`src/rtl/pc_stack.sv`:
```
// ============================================================================
//  Module      : pc_stack
//  Description : Fetch-stage program counter with load/increment, relative
//                branch, stall and a hardware call/return stack.
//  Revision    : 1.0 - initial release
// ============================================================================
`default_nettype none

module pc_stack #(
    parameter int                 WIDTH      = 16,
    parameter int                 DEPTH      = 8,
    parameter logic [WIDTH-1:0]   RESET_ADDR = '0,
    parameter int                 STEP       = 1
) (
    input  logic                       clk,
    input  logic                       rst,
    input  logic                       stall,
    input  logic                       inc,
    input  logic                       jmp,
    input  logic                       br,
    input  logic                       call,
    input  logic                       ret,
    input  logic [WIDTH-1:0]           d,
    input  logic [WIDTH-1:0]           off,
    input  logic                       err_clr,
    output logic [WIDTH-1:0]           o,
    output logic [WIDTH-1:0]           tos,
    output logic [$clog2(DEPTH):0]     sp,
    output logic                       full,
    output logic                       empty,
    output logic                       ovf,
    output logic                       unf
);

    localparam int              AW        = $clog2(DEPTH);
    localparam int              SPW       = AW + 1;
    localparam logic [WIDTH-1:0] c_step   = WIDTH'(STEP);
    localparam logic [SPW-1:0]  c_sp_one  = SPW'(1);
    localparam logic [SPW-1:0]  c_sp_full = SPW'(DEPTH);

    logic [WIDTH-1:0] r_pc;
    logic [SPW-1:0]   r_sp;
    logic [WIDTH-1:0] r_stack [DEPTH];
    logic             r_ovf;
    logic             r_unf;

    logic [WIDTH-1:0] w_pc_nxt;
    logic [SPW-1:0]   w_sp_nxt;
    logic [AW-1:0]    w_top_idx;
    logic             w_push;
    logic             w_ovf_set;
    logic             w_unf_set;
    logic             w_full;
    logic             w_empty;

    assign w_full    = (r_sp == c_sp_full);
    assign w_empty   = (r_sp == '0);
    // When full, sp-1 truncated to AW bits still lands on DEPTH-1.
    assign w_top_idx = AW'(r_sp - c_sp_one);

    always_comb begin
        w_pc_nxt  = r_pc;
        w_sp_nxt  = r_sp;
        w_push    = 1'b0;
        w_ovf_set = 1'b0;
        w_unf_set = 1'b0;
        if (!stall) begin
            if (ret) begin
                if (!w_empty) begin
                    w_pc_nxt = r_stack[w_top_idx];
                    w_sp_nxt = r_sp - c_sp_one;
                end else begin
                    w_unf_set = 1'b1;
                end
            end else if (call) begin
                if (!w_full) begin
                    w_push   = 1'b1;
                    w_pc_nxt = d;
                    w_sp_nxt = r_sp + c_sp_one;
                end else begin
                    w_ovf_set = 1'b1;
                end
            end else if (jmp) begin
                w_pc_nxt = d;
            end else if (br) begin
                w_pc_nxt = r_pc + off;
            end else if (inc) begin
                w_pc_nxt = r_pc + c_step;
            end
        end
    end

    always_ff @(posedge clk or negedge rst) begin
        if (!rst) begin
            r_pc  <= RESET_ADDR;
            r_sp  <= '0;
            r_ovf <= 1'b0;
            r_unf <= 1'b0;
        end else begin
            r_pc  <= w_pc_nxt;
            r_sp  <= w_sp_nxt;
            // A new error outranks a simultaneous clear.
            r_ovf <= w_ovf_set | (r_ovf & ~err_clr);
            r_unf <= w_unf_set | (r_unf & ~err_clr);
        end
    end

    always_ff @(posedge clk or negedge rst) begin
        if (!rst) begin
            for (int i = 0; i < DEPTH; i++) begin
                r_stack[i] <= '0;
            end
        end else if (w_push) begin
            r_stack[r_sp[AW-1:0]] <= r_pc + c_step;
        end
    end

    assign o     = r_pc;
    assign sp    = r_sp;
    assign full  = w_full;
    assign empty = w_empty;
    assign ovf   = r_ovf;
    assign unf   = r_unf;
    assign tos   = w_empty ? '0 : r_stack[w_top_idx];

endmodule

`default_nettype wire

```
`config.mk`:
```
export PLATFORM = sky130hd
export DESIGN_NAME = pc_stack
export DESIGN_NICKNAME = d
export VERILOG_FILES = /design/src/rtl/pc_stack.sv
export SDC_FILE = /design/constraint.sdc
export NUM_CORES = 1
export LEC_CHECK = 0
export ABC_AREA = 0
export CORE_MARGIN = 3
export CORE_UTILIZATION = 62
export DETAILED_ROUTE_END_ITERATION = 8
export PLACE_DENSITY = 0.94
export SETUP_SLACK_MARGIN = 0.1
export SLEW_MARGIN = 20
export SYNTH_ARGS = -nofsm -noshare
export SYNTH_HDL_FRONTEND = slang
export SYNTH_SLANG_ARGS = --single-unit
export TNS_END_PERCENT = 30
```
`constraint.sdc`:
```
create_clock -name clk -period 7.2 [get_ports clk]
set_clock_uncertainty 0.1 [all_clocks]
set_input_delay 1.44 -clock clk [delete_from_list [all_inputs] [get_ports clk]]
set_output_delay 1.44 -clock clk [all_outputs]
set_load 0.01 [all_outputs]
```
==> results.md <==
- VDD IR-drop max: between 0.0002 and 0.00025 V
- Final Hold Fails: 0
- Setup TNS Final: 0 ns
- Net count after synthesis: approximately 870
- Fmax: 183.4 MHz
- Clock Tree Buf Depth: 2
- Syn Inst Count: 806
- Most frequent cells in the layout: 149 x dfrtp_1, 106 x nand2_1, 96 x o21ai_0
- Fill cell count: between 600 and 700
- RSZ-0062 raised after global routing: false
- RR Startpoint: sp[1]$_DFFE_PN0P_
- EDFF count, synth: 0
- Hold path start: r_stack[99]$_DFFE_PN0P_
- Starting Density: between 60% and 70%
- Critical path class: reg2out
- Die Y: approximately 120 um
- Peak fanout along the critical path: 18
- Data required, critical path: about 5.7 ns
- Initial antenna violation count: 1
- Resized Gates After CTS: 0
- Sequential area share after synthesis: 46.53%
- DP HPWL: approximately 16000 um
- Nets: 927
- Post-DR wirelength/cell: about 26 um
- Share of cells above drive strength 1: 12.05%
- Worst-Skew Late Latency: approximately 0.43 ns
- Final ANT Viol Nets: 0
- Fin crit period: between 5 and 6 ns
- # setup viols final: 0
- Vias after detailed routing: around 7.8k
- Slew @ Worst Pin: approximately 1.1 ns
- Ys async rst share: 100.0%
- I/O pins: 81
- Vias in the first global route: 7545
- Clock buffer count from CTS: 17
- P&R area growth vs syn: 19.87%
- IO Port Bufs: 80
- Largest net degree at the start of global routing: ~80
- YS warnings: 0
- Area after DPL: about 8900 um^2
- Footprint of the multi-input gates: approximately 4000 um^2
- Top FF cell, synth: dfrtp_1
- CP Capture Type: output port
- Yosys cell types: 63
- Hold Buf Count CTS: 0
- N_diodes: 0
- RD Place Congestion: approximately 0.97
- WHS Path Cells: 2
- Worst slew margin: 27.35%
- Clock Sinks: 150
- Storage cell area: 3755 um^2
- 1st-iter DRT viols: between 1.5k and 2k
- Hold Path Class: reg2reg
- Number of max-cap violations: 0
- Reg clk slew, reported paths: about 0.07 ns
- Avg Inst Size Synth: roughly 10 um^2
- Pins Over Slew Limit: 0
- Data arrival time of the critical path: roughly 3.9 ns
- CP startpoint: sp[1]$_DFFE_PN0P_
- Status: finished, final reports clean
- Root Driver: clkbuf_16
- Die Wd: 120.1 um
- Total Routed Length: approximately 27000 um
- Final core utilization: 76.32%
- Synth Register Bits: 150
- Type of origin of the critical path: register
- Post-CTS Setup Bufs: 0
- Core Area: 12670 um^2
- DIE AREA: ~14000 um^2
- Synthesized area: just over 8000 um^2
- Final worst-path cycle share: between 70% and 80%
- Commonest non-fill, non-tap cell in the layout: dfrtp_1
- Post-route cell area: approximately 9700 um^2
- DRC violations left: 0
- Power Dens Cells: approximately 540 nW/um^2
- R2R cell count: 7
- Vias per cell: between 7 and 8
- CTS tree: yes
- Grt ovf: 0
- Site Rows: ~40
- Pleak: around 4.1 nW
- Initial DRT Pass Iterations: 6
- First-pass GRT wire length: approximately 41000 um
- GRT Util Overall: approximately 37%
- Htree depth: 4
final cells by class:
type                            count  share of cell area, %
Clock buffer                       18                  4.541
Clock inverter                     14                  2.562
Inverter                           11                 0.4270
Multi-Input combinational cell    594                  41.96
Sequential cell                   150                  38.83
Tap cell                          172                  2.225
Timing Repair Buffer               93                  9.458
through the flow:
stage               setup WS (ns)  power, mW  hold slack [ns]  cells
floorplan                   3.341      3.004           0.3446    806
finish                      1.748      5.247           0.3868   1052
detailed placement          2.497      3.944           0.3666   1017
global route                1.657      5.429           0.4183   1052
CTS                         1.958      5.088           0.3832   1049
global placement            2.665      3.780           0.3567   1017
cell usage after synthesis, drive strengths merged, types with 13 or more instances:
| cell type | count | share of area (%) |
|---|---|---|
| a21oi | 69 | 4.3 |
| buf | 24 | 1.7 |
| clkbuf | 27 | 1.3 |
| dfrtp | 150 | 47 |
| ha | 18 | 2.8 |
| mux2i | 23 | 2.9 |
| mux4 | 32 | 8.9 |
| nand2 | 106 | 4.9 |
| nand3 | 13 | 0.81 |
| nor2 | 84 | 3.9 |
| o21ai | 110 | 6.9 |
| xnor2 | 18 | 2.0 |
path summary, 6_finish.rpt:
check,to,slack [ns]
max reg2reg,r_stack[103]$_DFFE_PN0P_,3.46
max,tos[13],1.75
min in group asynchronous,r_stack[124]$_DFFE_PN0P_,0.95
min reg2reg,r_stack[99]$_DFFE_PN0P_,0.39
max in group asynchronous,sp[0]$_DFFE_PN0P_,4.57
min,r_stack[99]$_DFFE_PN0P_,0.39
sequential cells by signal (all words and copies together) (netlist names):
| signal | count |
|---|---|
| ovf | 1 |
| o | 16 |
| r_stack | 128 |
| sp | 4 |
| unf | 1 |
cell families (layout without fill, tap and decap cells):
kind of cell / Yosys count / count (layout) / share of synthesized area (%)
buf+inv: 62 / 136 / 3.474
xor+xnor: 28 / 28 / 3.272
simple gates: 261 / 261 / 14.84
flops: 150 / 150 / 46.53
compound gates: 219 / 219 / 15.38
fa+ha+maj: 19 / 19 / 3.040
mux: 67 / 67 / 13.46
where the power goes:
group	total [mW]	switching [mW]	leakage [nW]	internal [mW]
clock network	1.04	0.376	0.327	0.664
logic	2.62	1.46	1.90	1.16
registers	1.59	0.380	1.90	1.21
per-layer routing:
metal,part of all wire [%],track usage (%)
met1,34,47.63
met4,7.6,20.47
met5,0,0
met2,45,58.34
met3,14,10.23
worst max-delay path, cell delays in order, from the launching register on:
cell	delay, ns
dfrtp_1	0.59
inv_1	0.20
ha_1	0.87
buf_4	0.42
mux4_2	0.37
mux2i_1	0.36
nor2_1	0.15
clkdlybuf4s50_1	0.50
No activity file was read; power rests on OpenSTA's default activity.
